**src/rtl/noc_credit_rx_port_if.sv**
```systemverilog
// rtl/noc_credit_rx_port_if.sv - link-side and downstream handshake signals of the NoC receive port
interface noc_credit_rx_port_if #(
  parameter int WIDTH = 16
);
  logic             in_enable;
  logic [WIDTH-1:0] in_data;
  logic             in_credit;
  logic             out_valid;
  logic [WIDTH-1:0] out_data;
  logic             out_ready;

  // master: the link sender plus the downstream consumer around the port
  modport master (
    output in_enable,
    output in_data,
    input  in_credit,
    input  out_valid,
    input  out_data,
    output out_ready
  );

  // slave: the receive port itself
  modport slave (
    input  in_enable,
    input  in_data,
    output in_credit,
    output out_valid,
    output out_data,
    input  out_ready
  );
endinterface

```
**src/rtl/noc_credit_rx_port.sv**
```systemverilog
// rtl/noc_credit_rx_port.sv - credit-flow-controlled NoC link receiver with flit FIFO and packet framing checks
module noc_credit_rx_port #(
  parameter int DEPTH = 4,
  parameter int WIDTH = 16
) (
  input  logic                clk,
  input  logic                rst,
  noc_credit_rx_port_if.slave bus,
  output logic [7:0]          pkt_count,
  output logic                err_overflow,
  output logic                err_framing
);
  localparam int          AW     = $clog2(DEPTH);
  localparam logic [AW:0] C_FULL = (AW + 1)'(DEPTH);

  localparam logic [1:0] C_BODY   = 2'b00;
  localparam logic [1:0] C_HEAD   = 2'b01;
  localparam logic [1:0] C_TAIL   = 2'b10;

  typedef enum logic {
    S_IDLE,
    S_INPKT
  } frame_state_t;

  logic [WIDTH-1:0] r_mem [DEPTH];
  logic [AW-1:0]    r_wr_ptr;
  logic [AW-1:0]    r_rd_ptr;
  logic [AW:0]      r_count;
  logic             r_credit;
  logic [7:0]       r_pkt_count;
  logic             r_err_ovf;
  logic             r_err_frm;
  frame_state_t     r_state;

  logic             w_full;
  logic             w_pop;
  logic             w_push;
  logic [1:0]       w_type;

  // A full FIFO can still take a flit when the head leaves on the same edge.
  assign w_full = (r_count == C_FULL);
  assign w_pop  = (r_count != '0) && bus.out_ready;
  assign w_push = bus.in_enable && (!w_full || w_pop);
  assign w_type = bus.in_data[WIDTH-1:WIDTH-2];

  // Flit storage; cleared on reset so the head reads zero afterwards.
  always_ff @(posedge clk or posedge rst) begin
    if (rst) begin
      for (int i = 0; i < DEPTH; i++) begin
        r_mem[i] <= '0;
      end
    end else if (w_push) begin
      r_mem[r_wr_ptr] <= bus.in_data;
    end
  end

  // Pointers, occupancy, credit return and sticky overflow flag.
  always_ff @(posedge clk or posedge rst) begin
    if (rst) begin
      r_wr_ptr  <= '0;
      r_rd_ptr  <= '0;
      r_count   <= '0;
      r_credit  <= 1'b0;
      r_err_ovf <= 1'b0;
    end else begin
      if (w_push) begin
        r_wr_ptr <= r_wr_ptr + 1'b1;
      end
      if (w_pop) begin
        r_rd_ptr <= r_rd_ptr + 1'b1;
      end
      case ({w_push, w_pop})
        2'b10:   r_count <= r_count + 1'b1;
        2'b01:   r_count <= r_count - 1'b1;
        default: r_count <= r_count;
      endcase
      // One credit per drained flit; dropped flits never earn one.
      r_credit <= w_pop;
      if (bus.in_enable && !w_push) begin
        r_err_ovf <= 1'b1;
      end
    end
  end

  // Ingress framing tracker; sees every arriving flit, stored or dropped.
  always_ff @(posedge clk or posedge rst) begin
    if (rst) begin
      r_state     <= S_IDLE;
      r_pkt_count <= 8'd0;
      r_err_frm   <= 1'b0;
    end else if (bus.in_enable) begin
      case (r_state)
        S_IDLE: begin
          case (w_type)
            C_HEAD: r_state <= S_INPKT;
            C_BODY, C_TAIL: r_err_frm <= 1'b1;
            default: r_pkt_count <= r_pkt_count + 8'd1;
          endcase
        end
        default: begin
          case (w_type)
            C_BODY: r_state <= S_INPKT;
            C_TAIL: begin
              r_state     <= S_IDLE;
              r_pkt_count <= r_pkt_count + 8'd1;
            end
            C_HEAD: r_err_frm <= 1'b1;
            default: begin
              r_state     <= S_IDLE;
              r_err_frm   <= 1'b1;
              r_pkt_count <= r_pkt_count + 8'd1;
            end
          endcase
        end
      endcase
    end
  end

  assign bus.in_credit = r_credit;
  assign bus.out_valid = (r_count != '0);
  assign bus.out_data  = r_mem[r_rd_ptr];
  assign pkt_count     = r_pkt_count;
  assign err_overflow  = r_err_ovf;
  assign err_framing   = r_err_frm;
endmodule

```
**src/flat_wrapper.sv**
```systemverilog
// flat-port wrapper written by rule: the top's interface ports become plain ports
module noc_credit_rx_port_flat 
#(
  parameter int DEPTH = 4,
  parameter int WIDTH = 16
)
  (clk, rst, pkt_count, err_overflow, err_framing, bus_in_enable, bus_in_data, bus_in_credit, bus_out_valid, bus_out_data, bus_out_ready);
  noc_credit_rx_port_if #(.WIDTH(WIDTH)) bus_i ();
  input  logic clk;
  input  logic rst;
  output logic [7:0] pkt_count;
  output logic err_overflow;
  output logic err_framing;
  input wire logic [$bits(bus_i.in_enable)-1:0] bus_in_enable;
  input wire logic [$bits(bus_i.in_data)-1:0] bus_in_data;
  output wire logic [$bits(bus_i.in_credit)-1:0] bus_in_credit;
  output wire logic [$bits(bus_i.out_valid)-1:0] bus_out_valid;
  output wire logic [$bits(bus_i.out_data)-1:0] bus_out_data;
  input wire logic [$bits(bus_i.out_ready)-1:0] bus_out_ready;
  assign bus_i.in_enable = bus_in_enable;
  assign bus_i.in_data = bus_in_data;
  assign bus_in_credit = bus_i.in_credit;
  assign bus_out_valid = bus_i.out_valid;
  assign bus_out_data = bus_i.out_data;
  assign bus_i.out_ready = bus_out_ready;
  noc_credit_rx_port #(.DEPTH(DEPTH), .WIDTH(WIDTH)) u_core (.clk(clk), .rst(rst), .bus(bus_i), .pkt_count(pkt_count), .err_overflow(err_overflow), .err_framing(err_framing));
endmodule
```
**config.mk**
```make
export PLATFORM = sky130hd
export DESIGN_NAME = noc_credit_rx_port_flat
export DESIGN_NICKNAME = d
export VERILOG_FILES = /design/src/rtl/noc_credit_rx_port_if.sv /design/src/rtl/noc_credit_rx_port.sv /design/src/flat_wrapper.sv
export SDC_FILE = /design/constraint.sdc
export NUM_CORES = 1
export LEC_CHECK = 0
export BUFFER_PORTS_ARGS = -buffer_cell sky130_fd_sc_hd__buf_2
export CAP_MARGIN = 40
export CORE_MARGIN = 2
export CORE_UTILIZATION = 35
export DETAILED_ROUTE_END_ITERATION = 7
export MAX_ROUTING_LAYER = met4
export SLEW_MARGIN = 20
export SYNTH_ARGS = -nofsm -noshare
export SYNTH_HDL_FRONTEND = slang
export SYNTH_SLANG_ARGS = --single-unit
```
**constraint.sdc**
```tcl
create_clock -name clk -period 2.7 [get_ports clk]
set_input_delay 0.135 -clock clk [delete_from_list [all_inputs] [get_ports clk]]
set_output_delay 0.135 -clock clk [all_outputs]
set_load 0.02 [all_outputs]
```
==> results.env <==
YS_TYPES=25
SYNTH_ENABLE_FLOP_CELLS=0
LEAKAGEPOWER_nW=1.909
WORST_PIN_SLEW_NS=0.6187
SETUP.WORST_PATH.START='u_core.r_count[0]$_DFFE_PP0P_'
POST-ROUTE-PERIOD-UTIL_PCT=77.85
CRITICAL_PATH_PEAK_FANOUT=5
NUMBER_OF_SINKS_ON_THE_CLOCK_NET=83
MAX_SLEW_MARGIN_PCT=58.57
CTS_TREE='yes'
DRT-PASS1-ITER-COUNT=4
MAXIMUM_NUMBER_OF_PINS_ON_ONE_NET_BEFORE_GLOBAL_ROUTE_REPAIR=35
SUMMED_NEGATIVE_SETUP_SLACK_OVER_ALL_ENDPOINTS_NS=0
WORST_HOLD_STARTPOINT='bus_in_data[15]'
STARTING_DRT_DRC_COUNT=60
TOP_CELL_TYPE_BY_TOTAL_AREA_AFTER_SYNTHESIS='sky130_fd_sc_hd__dfrtp_1'
VERTICAL_DIE_DIMENSION_UM=106.6
TOTAL_OF_FLIP_FLOPS_PLUS_LATCHES_AFTER_SYNTHESIS=83
YOSYS.AREA.TOP_TYPE_SHARE_PCT=56.41
TIMING_WORST_SETUP_PATH_TYPE='reg -> reg'
ROUTED-VIA-COUNT=2067
POST-ROUTE-DRC-COUNT=0
POWER_mW=5.625
CLK_LATENCY_NS=0.35
CRIT_SLOWEST_CELL='sky130_fd_sc_hd__dfrtp_1'
WORST-ENDPOINT-REQUIRED_NS=2.98
PLACEMENT.IO_BUFFERS=47
INITIAL_CELL_DENSITY_OF_THE_CORE_PCT=35.83
PEAKVDDDROP_mV=0.5414
FP.COREAREA_MM2=0.01028
DRV.MAX_CAP_VIOLATION_COUNT=0
POST_SYNTH_INSTANCE_AREA_MM2=0.003682
DRTANTENNAVIOLNETS=0
POSTSYNTH.TOPFLOPCELL='sky130_fd_sc_hd__dfrtp_1'
CRIT_CHAIN='nor4b_4, nand2b_1, ha_1, inv_1, fa_1, xor2_1, nor2_1, xor2_1'
DRT_WL_TOTAL_UM=6781
ARRIVAL_NS=2.38
IOPINCOUNT=48
TIMING.CRITICAL_PATH.TO_TYPE='flop'
FIRST_PASS_GRT_WIRE_LENGTH_UM=11320
ROUTE.DETAILED.VIAS_PER_INST=4.752
SYN_TO_FINAL_GROWTH_PCT=17.84
ANTENNA_FOUND_INITIAL=0
POSTCTSRESIZEDCELLS=0
SLEW_VIOLATIONS=0
CTS_MAX_PATH_BUFFERS=2
POSTCTSHOLDBUFS=1
FILLCELLCOUNT=984
FINAL_NETS=321
TIMING.RR.START='u_core.r_count[0]$_DFFE_PP0P_'
SYNTH-ASYNC-RESET-RATIO_PCT=100.0
SYNTH.CELLS.MOST_FREQUENT='83 x sky130_fd_sc_hd__dfrtp_1, 66 x sky130_fd_sc_hd__mux2_2, 16 x sky130_fd_sc_hd__mux4_2'
POST-CTS-SETUP-BUFFER-COUNT=0
RSZ0062_AT_GRT='no'
MOST_FREQUENT_CELL_AFTER_SYNTHESIS='sky130_fd_sc_hd__dfrtp_1'
DETAILED_PLACE_HPWL_UM=4564
PERIOD_NEEDED_NS=2.102
DIE-WIDTH_UM=106.6
FINAL-SETUP-VIOL-COUNT=0
INSERTEDDIODECOUNT=0
SYN_AVG_CELL_AREA_UM2=15.74
STATUS='finished, final reports clean'
SYNTH-SEQ-AREA-SHARE_PCT=56.41
CTS.ROOT.BUFFER_CELL='sky130_fd_sc_hd__clkbuf_8'
SYNTH_TOP_CELLS_BY_AREA='sky130_fd_sc_hd__dfrtp_1 56%, sky130_fd_sc_hd__mux2_2 20%, sky130_fd_sc_hd__mux4_2 9.8%'
TIMING.FINAL.HOLD_VIOLATIONS=0
MAX_FREQ_MHz=475.7
TIMING.CLOCK.SKEW_NS=0.01205
SYN-INSTANCE-COUNT=234
VIA_COUNT_OF_THE_FIRST_GLOBAL_ROUTING_PASS=2149
CRITICAL-PATH-TOP-DELAY-FAMILY='simple AND/OR/NAND/NOR gates'
CLOCK_TRANSITION_TIME_AT_THE_FLIP_FLOP_CLOCK_PINS_OF_THE_WORST_SETUP_AND_HOLD_PATHS_NS=0.09
DRIVE_GT1_SHARE_PCT=53.85
PLACEMENT.CELL_AREA_MM2=0.004103
CTS_BUFFERS=9
WL_PER_CELL_UM=15.59
CRIT_BUF_INV=1
POWER.DENSITY_CELL_AREA_mW_PER_MM2=1296
CRITPATHMAXSTAGEDELAY_NS=0.46
STARTPOINT_TYPE='flop'
DIE_OUTLINE_AREA_MM2=0.01136
GRT-OVFL-TOTAL=0
TRACK_USAGE_PCT=13.40
CORE.ROWCOUNT=37
YOSYS_WARNINGS=0
HTREE_LEVELS=3
ROUTABILITYCONGESTION=0.6807
CRITICAL_PATH.MOST_COMMON_CELL='sky130_fd_sc_hd__xor2_1'
HOLDCRITPATHCLASS='in -> reg'
POSTLAYOUTCELLAREA_MM2=0.004339
POSTSYNTHNETCOUNT=261
==> state kept, by name, summed over array words and instances, names as in the netlist <==
register	flops
u_core.err_framing	1
u_core.r_mem	64
u_core.r_rd_ptr	2
u_core.err_overflow	1
u_core.r_state	1
u_core.pkt_count	8
u_core.r_wr_ptr	2
u_core.r_count	3
u_core.bus.in_credit	1
==> per-stage QoR <==
stage / instances / util, % / hold slack, ns / setup WS (ns)
2_1_floorplan: 234 / - / 0.2248 / 0.4282
3_3_place_gp: 417 / 39.81 / 0.2218 / 0.6014
3_5_place_dp: 418 / 39.92 / 0.2330 / 0.5744
4_1_cts: 435 / 42.22 / 0.03000 / 0.5826
5_1_grt: 435 / 42.22 / 0.03697 / 0.4057
6_report: 435 / 42.22 / 0.05008 / 0.5980
==> logic make-up (layout without fill, tap and decap cells) <==
family | after synthesis | in the layout | share of synthesized area [%]
muxes | 83 | 83 | 30.24
DFF | 83 | 83 | 56.40
AOI/OAI and AO/OA | 6 | 6 | 1.121
xor gates and xnor gates | 14 | 14 | 3.330
and+or+nand+nor | 24 | 24 | 3.636
adders and majority gates | 7 | 7 | 2.582
buffers and inverters | 17 | 82 | 2.684
==> final timing paths <==
check / end / slack, ns / depth (start not counted)
hold / removal: u_core.r_state$_DFFE_PP0P_ / 0.05 / 2
max in group asynchronous: u_core.r_mem[30]$_DFFE_PP0P_ / 1.57 / 4
setup reg to reg: u_core.r_count[2]$_DFFE_PP0P_ / 0.60 / 8
hold reg to reg: u_core.err_framing$_DFFE_PP0P_ / 0.46 / 1
setup / recovery: u_core.r_count[2]$_DFFE_PP0P_ / 0.60 / 8
min in group asynchronous: u_core.r_mem[1]$_DFFE_PP0P_ / 0.37 / 3
==> power breakdown <==
group          switching (mW)  internal (mW)  leakage [nW]  total (mW)
Combinational            1.15           1.28         0.815        2.43
Clock                   0.457          0.552         0.110        1.01
Sequential              0.338           1.85         0.984        2.19
Total                    1.94           3.68          1.91        5.62
==> layout make-up <==
class	instances	area [um2]	area share, %
Sequential cell	83	2077	47.87
Multi-Input combinational cell	134	1506	34.72
Timing Repair Buffer	59	331.6	7.641
Tap cell	136	170.2	3.922
Clock buffer	11	141.4	3.258
Clock inverter	5	85.08	1.961
Inverter	7	27.53	0.6344
==> metal layers <==
| metal | up-vias | GRT usage, % | share of wire [%] |
|---|---|---|---|
| li1 | 957 | - | - |
| met3 | 9 | 3.647 | 4.5 |
| met4 | 0 | 4.731 | 1.0 |
| met2 | 36 | 20.20 | 46 |
| met1 | 1065 | 17.57 | 48 |
| met5 | - | - | 0 |
==> placed cells by master (no fill, tap or decap), drive strengths merged <==
| cell | instances |
|---|---|
| mux2i | 1 |
| nand2b | 1 |
| clkbuf | 11 |
| clkinvlp | 1 |
| nor3 | 2 |
| o211ai | 1 |
| or3 | 1 |
| a21oi | 2 |
| bufinv | 2 |
| nor2 | 8 |
| clkinv | 2 |
| nand2 | 7 |
| xor2 | 9 |
| o31a | 1 |
| nor4 | 1 |
| nand3 | 3 |
| inv | 7 |
| buf | 58 |
| nor4b | 1 |
| dlygate4sd3 | 1 |
| mux4 | 16 |
| a21o | 2 |
| mux2 | 66 |
| xnor2 | 5 |
| fa | 1 |
| dfrtp | 83 |
| ha | 6 |
No activity file was read; power rests on OpenSTA's default activity.
